<file path="config.mk">
export PLATFORM = sky130hd
export DESIGN_NAME = dm_block_mover
export DESIGN_NICKNAME = d
export VERILOG_FILES = /design/src/rtl/dm_pkg.sv /design/src/rtl/dm_idx_stepper.sv /design/src/rtl/dm_block_mover.sv
export SDC_FILE = /design/constraint.sdc
export NUM_CORES = 1
export LEC_CHECK = 0
export ABC_CLOCK_PERIOD_IN_PS = 8100
export CORE_UTILIZATION = 41
export DETAILED_ROUTE_END_ITERATION = 10
export GPL_TIMING_DRIVEN = 0
export PLACE_DENSITY = 0.76
export SLEW_MARGIN = 20
export SYNTH_ARGS = -nofsm -noshare
export SYNTH_HDL_FRONTEND = slang
export SYNTH_SLANG_ARGS = --single-unit
</file>
<file path="constraint.sdc">
create_clock -name clk -period 8.1 [get_ports clk]
set_input_delay 1.62 -clock clk [delete_from_list [all_inputs] [get_ports clk]]
set_output_delay 1.62 -clock clk [all_outputs]
set_load 0.005 [all_outputs]
</file>
<file path="src/rtl/dm_pkg.sv">
// dm_pkg: shared constants, state encoding and address helper for the DM block mover
package dm_pkg;
   localparam int DM_DEPTH = 16;
   localparam int DM_IDX_W = 4;
   localparam int DM_DW = 32;
   localparam int DM_AW = 32;
   localparam int DM_LEN_W = 5;
   localparam logic MODE_COPY = 1'b0;
   localparam logic MODE_FILL = 1'b1;
   typedef enum logic [1:0] {IDLE, READ, WRITE, DONE} dm_state_e;
   function automatic logic [DM_AW-1:0] idx2addr(input logic [DM_IDX_W-1:0] idx);
      return {{(DM_AW-DM_IDX_W-2){1'b0}}, idx, 2'b00};
   endfunction
endpackage

</file>
<file path="src/rtl/dm_idx_stepper.sv">
// dm_idx_stepper: source/destination word cursors and remaining-word count for a block command
module dm_idx_stepper
   import dm_pkg::*;
(
   input  logic                clk,
   input  logic                reset,
   input  logic                load,
   input  logic                step,
   input  logic                desc,
   input  logic [DM_IDX_W-1:0] src_idx,
   input  logic [DM_IDX_W-1:0] dst_idx,
   input  logic [DM_LEN_W-1:0] len,
   output logic [DM_IDX_W-1:0] cur_src,
   output logic [DM_IDX_W-1:0] cur_dst,
   output logic                last
);
   logic                dir_dn;
   logic [DM_LEN_W-1:0] rem;
   logic [DM_IDX_W-1:0] ofs;
   // descending walks start at the far end of the block; wraps modulo DEPTH
   assign ofs = desc ? DM_IDX_W'(len - DM_LEN_W'(1)) : '0;
   assign last = rem == DM_LEN_W'(1);
   always_ff @(posedge clk or negedge reset) begin
      if (!reset) begin
         dir_dn  <= 1'b0;
         rem     <= '0;
         cur_src <= '0;
         cur_dst <= '0;
      end else if (load) begin
         dir_dn  <= desc;
         rem     <= len;
         cur_src <= src_idx + ofs;
         cur_dst <= dst_idx + ofs;
      end else if (step) begin
         rem     <= rem - DM_LEN_W'(1);
         cur_src <= dir_dn ? cur_src - DM_IDX_W'(1) : cur_src + DM_IDX_W'(1);
         cur_dst <= dir_dn ? cur_dst - DM_IDX_W'(1) : cur_dst + DM_IDX_W'(1);
      end
   end
endmodule

</file>
<file path="src/rtl/dm_block_mover.sv">
// dm_block_mover: DM bus master executing COPY/FILL block commands with a running checksum
module dm_block_mover
   import dm_pkg::*;
(
   input  logic                clk,
   input  logic                reset,
   input  logic                start,
   input  logic                mode,
   input  logic [DM_IDX_W-1:0] src_idx,
   input  logic [DM_IDX_W-1:0] dst_idx,
   input  logic [DM_LEN_W-1:0] len,
   input  logic [DM_DW-1:0]    fill_val,
   output logic                busy,
   output logic                done,
   output logic [DM_DW-1:0]    checksum,
   output logic [DM_AW-1:0]    dm_addr,
   input  logic [DM_DW-1:0]    dm_rdata,
   output logic [DM_AW-1:0]    dm_addr_c,
   output logic [DM_DW-1:0]    dm_wdata,
   output logic                dm_wr_comp
);
   localparam logic [DM_LEN_W-1:0] MAX_LEN = DM_LEN_W'(DM_DEPTH);
   dm_state_e           state, state_nx;
   logic                mode_r, load, last, desc;
   logic [DM_DW-1:0]    fill_r, hold, wdata_sel;
   logic [DM_LEN_W-1:0] len_c;
   logic [DM_IDX_W-1:0] diff, cur_src, cur_dst;
   assign load = start && state == IDLE;
   assign len_c = len > MAX_LEN ? MAX_LEN : len;
   assign diff = dst_idx - src_idx;
   // destination ahead of source inside the block: walk backwards so sources are read before overwrite
   assign desc = mode == MODE_COPY && dst_idx != src_idx && {1'b0, diff} < len_c;
   assign wdata_sel = mode_r == MODE_FILL ? fill_r : hold;
   dm_idx_stepper u_stepper (
      .clk     (clk),
      .reset   (reset),
      .load    (load),
      .step    (state == WRITE),
      .desc    (desc),
      .src_idx (src_idx),
      .dst_idx (dst_idx),
      .len     (len_c),
      .cur_src (cur_src),
      .cur_dst (cur_dst),
      .last    (last)
   );
   always_ff @(posedge clk or negedge reset) begin
      if (!reset) state <= IDLE;
      else        state <= state_nx;
   end
   always_comb begin
      state_nx = state;
      unique case (state)
         IDLE:  if (start) state_nx = len_c == '0 ? DONE : (mode == MODE_FILL ? WRITE : READ);
         READ:  state_nx = WRITE;
         WRITE: state_nx = last ? DONE : (mode_r == MODE_FILL ? WRITE : READ);
         DONE:  state_nx = IDLE;
      endcase
   end
   always_comb begin
      busy       = state != IDLE;
      done       = state == DONE;
      dm_wr_comp = state == WRITE;
      dm_addr    = state == READ ? idx2addr(cur_src) : '0;
      dm_addr_c  = state == WRITE ? idx2addr(cur_dst) : '0;
      dm_wdata   = state == WRITE ? wdata_sel : '0;
   end
   always_ff @(posedge clk or negedge reset) begin
      if (!reset) begin
         mode_r   <= MODE_COPY;
         fill_r   <= '0;
         hold     <= '0;
         checksum <= '0;
      end else begin
         if (load) begin
            mode_r   <= mode;
            fill_r   <= fill_val;
            checksum <= '0;
         end
         if (state == READ) hold <= dm_rdata;
         if (state == WRITE) checksum <= checksum + wdata_sel;
      end
   end
endmodule
</file>
Yosys cells after proc, flatten, opt, wreduce, memory -nomap -nowiden
Index checks and enable logic that the tools add are counted.

cells by class
  $add $sub $neg = 10
  magnitude comparators = 2
  equality and inequality tests = 6
  multiplexer cells = 22
  bitwise operators = 1
  reduce and logical (&&, ||, !) cells = 7

operator list
  cell                   count
  $mux W32               4
  $add A32 B32 Y32       1
  $mux W4                7
  $mux W5                3
  $mux W6                2
  $sub A4 B1 Y4 const B  3
  $mux W2                5
  $add A4 B1 Y4 const B  2
  $add A4 B4 Y4          2
  $pmux W2 S4            1
  $eq A5 B1 Y1 const B   1
  $gt A5 B5 Y1 const B   1
  $logic_not A5 Y1       1
  $lt A4 B5 Y1           1
  $sub A5 B1 Y5 const B  1
  $eq A2 B2 Y1 const B   2
  $ne A4 B4 Y1           1
  $reduce_bool A2 Y1     2
  $sub A4 B4 Y4          1
  $logic_and A1 B1 Y1    3
  $eq A2 B1 Y1 const B   1
  $logic_not A2 Y1       1
  $ne A2 B2 Y1 const B   1
  $not A1 Y1             1

storage, ports and cells
  bits in registers = 113
  input port bits = 81
  word-level logic and storage cells = 57

Longest topological paths before layout
  word-level depth = 7
  gate-level depth with buffers = 19

Cells and area by module
A second synthesis with hierarchy kept.

unflattened totals
  cell total of the unflattened synthesis = 852
  area total of the unflattened synthesis = 7,812.5 µm²

by module, submodules not included
  module          instances  cells each  area each (µm²)  seq. area each (µm²)
  dm_block_mover  1          728         6,643.9          2,477.4
  dm_idx_stepper  1          124         1,168.6          350.3

Worst setup path after synthesis
Ideal clock, no wire load.

  kind = in2reg
  start = input port src_idx[1]
  end = register u_stepper.cur_src[3]
  setup time = 0.136 ns
  arrival time = 4.369 ns
  required time = 7.964 ns
  setup slack = 3.595 ns
  stages = 18
  buffers on the path = 0
  path through = inv_1 -> ha_1 -> a21o_1 -> a21oi_1 -> xor2_1 -> ha_1 -> a21oi_1 -> nor2_1 -> nor2_1 -> o31ai_1 -> or2_2 -> inv_1 -> ha_1 -> a21o_1 -> a21oi_1 -> xnor2_1 -> xnor2_1 -> o21ai_0

between the ends
  longest elaborated chain between the ends = 6
  elaborated cells between the ends (all ways) = 8

RTL lines
  element                                                     RTL line                                    source
  from (decl)                                                 dm_block_mover.sv:9                         input logic [DM_IDX_W-1:0] src_idx,
  $sub A4 B4 Y4 / $ne A4 B4 Y1 (equally long branches)        dm_block_mover.sv:30, dm_block_mover.sv:32
  $lt A4 B5 Y1 / $logic_and A1 B1 Y1 (equally long branches)  dm_block_mover.sv:32                        assign desc = mode == MODE_COPY && dst_idx != src_idx && {1'b0, diff} < len_c;
  $logic_and A1 B1 Y1                                         dm_block_mover.sv:32
  $mux W4                                                     dm_idx_stepper.sv:21                        assign ofs = desc ? DM_IDX_W'(len - DM_LEN_W'(1)) : '0;
  $add A4 B4 Y4 *                                             dm_idx_stepper.sv:32                        cur_src <= src_idx + ofs;
  $mux W4 *                                                   dm_idx_stepper.sv:29                        end else if (load) begin
  to (signal assigned)                                        dm_idx_stepper.sv:32
  to (signal assigned)                                        dm_idx_stepper.sv:36                        cur_src <= dir_dn ? cur_src - DM_IDX_W'(1) : cur_src + DM_IDX_W'(1);
  to (decl)                                                   dm_idx_stepper.sv:13                        output logic [DM_IDX_W-1:0] cur_src,

Mark *: on every way between the ends. The rest lies on a longest branch, timed or not.
A chain may end at the register's enable or synchronous reset.

Worst setup path in the final report
Same ends and word-level chain as after synthesis.

==> impl_metrics.tcl <==
set metrics [dict create \
    power_leakage_nw 4.75 \
    htreeDepth 4 \
    grt_pass1_wl_mm 32.6 \
    route.detailed.drc 30 \
    wire_per_inst_um 15.5 \
    cts_tree "yes" \
    clk-insertion-delay-late_ps 420 \
    final_hold_viol_count 0 \
    synthesis.area_um2 7630 \
    yosys.area_share.adder_pct 9.78 \
    worst_ep_arrival_time_ps 5250 \
    ant_nets 0 \
    grt_max_degree 58 \
    seqCellArea_um2 2830 \
    core_um2 18100 \
    cpMaxStageDelayCell "clkdlybuf4s50_1" \
    postCtsHoldBufs 0 \
    postSynthAreaPerCell_um2 9.35 \
    diodes 0 \
    maxCapViolations 0 \
    grt_pass1_vias 6324 \
    start_util_pct 42.2 \
    post_cts_resized 0 \
    drt-pass1-iter-count 8 \
    run_status "finished, violations left" \
    viasPerCell 4.97 \
    failed_checks "design-rule violations" \
    tightestPinTransition_ps 785 \
    io_buffer_count 154 \
    ios 212 \
    yosys_warnings 0 \
    rsz0062_at_grt "false" \
    num_rows 49 \
    drt-total-wl_mm 19.9 \
    die_w_um 138 \
    cts_max_path_buffers 2 \
    peakVddDrop_v 0.000188 \
    regToRegSetupSlack_ps 3920 \
    overflow 0 \
    cp_max_fo 5 \
    antenna_found_initial 0 \
    cts_root_buf "clkbuf_16" \
    synth_top_family_by_area "simple AND/OR/NAND/NOR gates" \
    ys.flop_type "dfrtp_1" \
    final_common_cell "clkdlybuf4s50_1" \
    r2r-end "checksum[31]" \
    cp_data_required_time_ps 8370 \
    nets 1182 \
    cts.clk_slew.worst_paths_ps 60 \
    setup_viol 0 \
    fin_skew_ps 6.88 \
    drt_iter0_markers 446 \
    cp.depth 19 \
    hpwl_mm 15.1 \
    cp-end-kind "flop" \
    fin_crit_sh_pct 61.5 \
    synth_edf_count 0 \
    cp_top_family "compound AO/OA/AOI/OAI gates" \
    ys_types 65 \
    multi_input_area_um2 4340 \
    final_cell_mix "clkdlybuf4s50_1, nand2_1, dfrtp_1" \
    hold_class "flop to flop" \
    synth_xor_area_share_pct 5.05 \
    ys_ff_latch 113 \
    num_vias 6383 \
    holdCritStartpoint "fill_r[18]" \
    yosys.area_share.simple_pct 16.0 \
    critical_path_buf_inv_count 3 \
    max_stage_delay_ps 540 \
    yosysSeqAreaShare_pct 37.1 \
    p_per_area_nw_per_um2 439 \
    synth-async-reset-ratio_pct 100 \
    crit_chain "clkdlybuf4s50_1, inv_1, ha_1, a21o_1, a21oi_1, xor2_1, ha_1, a21oi_1, nor2_1, nor2_1, o31ai_1, or2_2, inv_1, ha_1, a21o_1, a21oi_1, xnor2_1, xnor2_1, o21ai_0" \
    nFillCells 1605 \
    worstRegToRegCells 13 \
    holdWs_ps 469 \
    die_h_um 138 \
    synth-compound-area-share_pct 14.0 \
    fin_tns_setup_ps 0 \
    max_freq_mhz 201 \
    area_growth_pct 34.1 \
    drive_above_1_share_pct 15.3 \
    whs_path_depth 2 \
    synth_mux_area_share_pct 9.43 \
    crit_type "primary input to flop" \
    slew_headroom_pct 47.7 \
    die_area_um2 19200 \
    r2r_start "mode_r" \
    track_usage_pct 21.6 \
    synth_cells 816 \
    drv_slew 0 \
    worstHoldEndpoint "fill_r[18]" \
    numCtsBuffers 17 \
    worstSetupStartpointType "primary input" \
    gp_congestion 0.839 \
    clock_sinks 113 \
    post_cts_buffers 0 \
    min_period_ps 4980 \
]
## registers in the layout, summed over array words and instances (netlist names)
register,flops
checksum,32
fill_r,32
hold,32
mode_r,1
state,2
u_stepper.cur_dst,4
u_stepper.cur_src,4
u_stepper.dir_dn,1
u_stepper.rem,5
## cells by family after synthesis
| group | count (synthesis) |
|---|---|
| other cells | 1 |
| flops | 113 |
| fa+ha+maj | 56 |
| xor+xnor | 44 |
| mux | 64 |
| compound gates | 152 |
| buf+inv | 120 |
| simple gates | 266 |
## metal layers
layer / global-route usage (%) / share of wire (%) / up-vias
met5: 0 / 0 / -
met4: 7.39 / 1.7 / 0
met3: 4.81 / 5.8 / 22
met2: 35.2 / 47 / 183
met1: 28.3 / 46 / 3028
li1: - / - / 3150
## worst max-delay path by stage
stage                from              endpoint
2_1_floorplan  src_idx[1]  u_stepper.cur_src[3]
3_3_place_gp        reset              hold[20]
3_5_place_dp   src_idx[1]  u_stepper.cur_src[3]
4_1_cts        src_idx[1]  u_stepper.cur_src[3]
5_1_grt        src_idx[1]  u_stepper.cur_dst[3]
6_report       src_idx[1]  u_stepper.cur_src[3]
## Yosys cell counts, types with 8 or more instances
| cell | instances | share of area (%) |
|---|---|---|
| a211oi_1 | 8 | 0.79 |
| buf_4 | 56 | 5.5 |
| and2_1 | 8 | 0.66 |
| nor2b_1 | 36 | 3.0 |
| nor2_1 | 28 | 1.4 |
| nand2b_1 | 9 | 0.74 |
| a21oi_1 | 29 | 1.9 |
| xor2_1 | 21 | 2.4 |
| ha_1 | 50 | 8.2 |
| xnor2_1 | 23 | 2.6 |
| o21ai_0 | 42 | 2.8 |
| inv_1 | 31 | 1.5 |
| a21o_1 | 19 | 1.9 |
| nand3_1 | 17 | 1.1 |
| mux2_2 | 63 | 9.3 |
| nand2_1 | 147 | 7.2 |
| dfrtp_1 | 113 | 37 |
| clkbuf_1 | 27 | 1.3 |
## report_power, final
group / switching, mW / internal, mW
logic: 1.44 / 1.32
clock network: 0.251 / 0.439
registers: 0.184 / 0.850
total: 1.88 / 2.61
## layout make-up
| cell class | instances | share of cell area (%) |
|---|---|---|
| Tap cell | 229 | 2.80 |
| Clock buffer | 24 | 4.71 |
| Sequential cell | 113 | 27.6 |
| Buffer | 89 | 5.33 |
| Inverter | 31 | 1.14 |
| Clock inverter | 6 | 0.563 |
| Multi-Input combinational cell | 638 | 42.5 |
| Timing Repair Buffer | 155 | 15.3 |
## tightest hold or removal path, stage by stage, from the launching register on
cell     delay [ps]
dfrtp_1         330
nand2_1          50
nand2_1          50
## metrics by stage
stage	util, %	worst slack [ps]	cells	power, mW	instance area, um^2
final	56.6	3120	1285	4.49	10200
after global routing	56.6	2880	1285	4.86	10200
after CTS	56.6	3140	1285	4.50	10200
after detailed placement	53.6	2710	1255	3.78	9690
after global placement	53.4	884	1254	3.71	9660
after floorplan	-	3590	871	2.88	7830
Power figures use the tool's default switching activity.
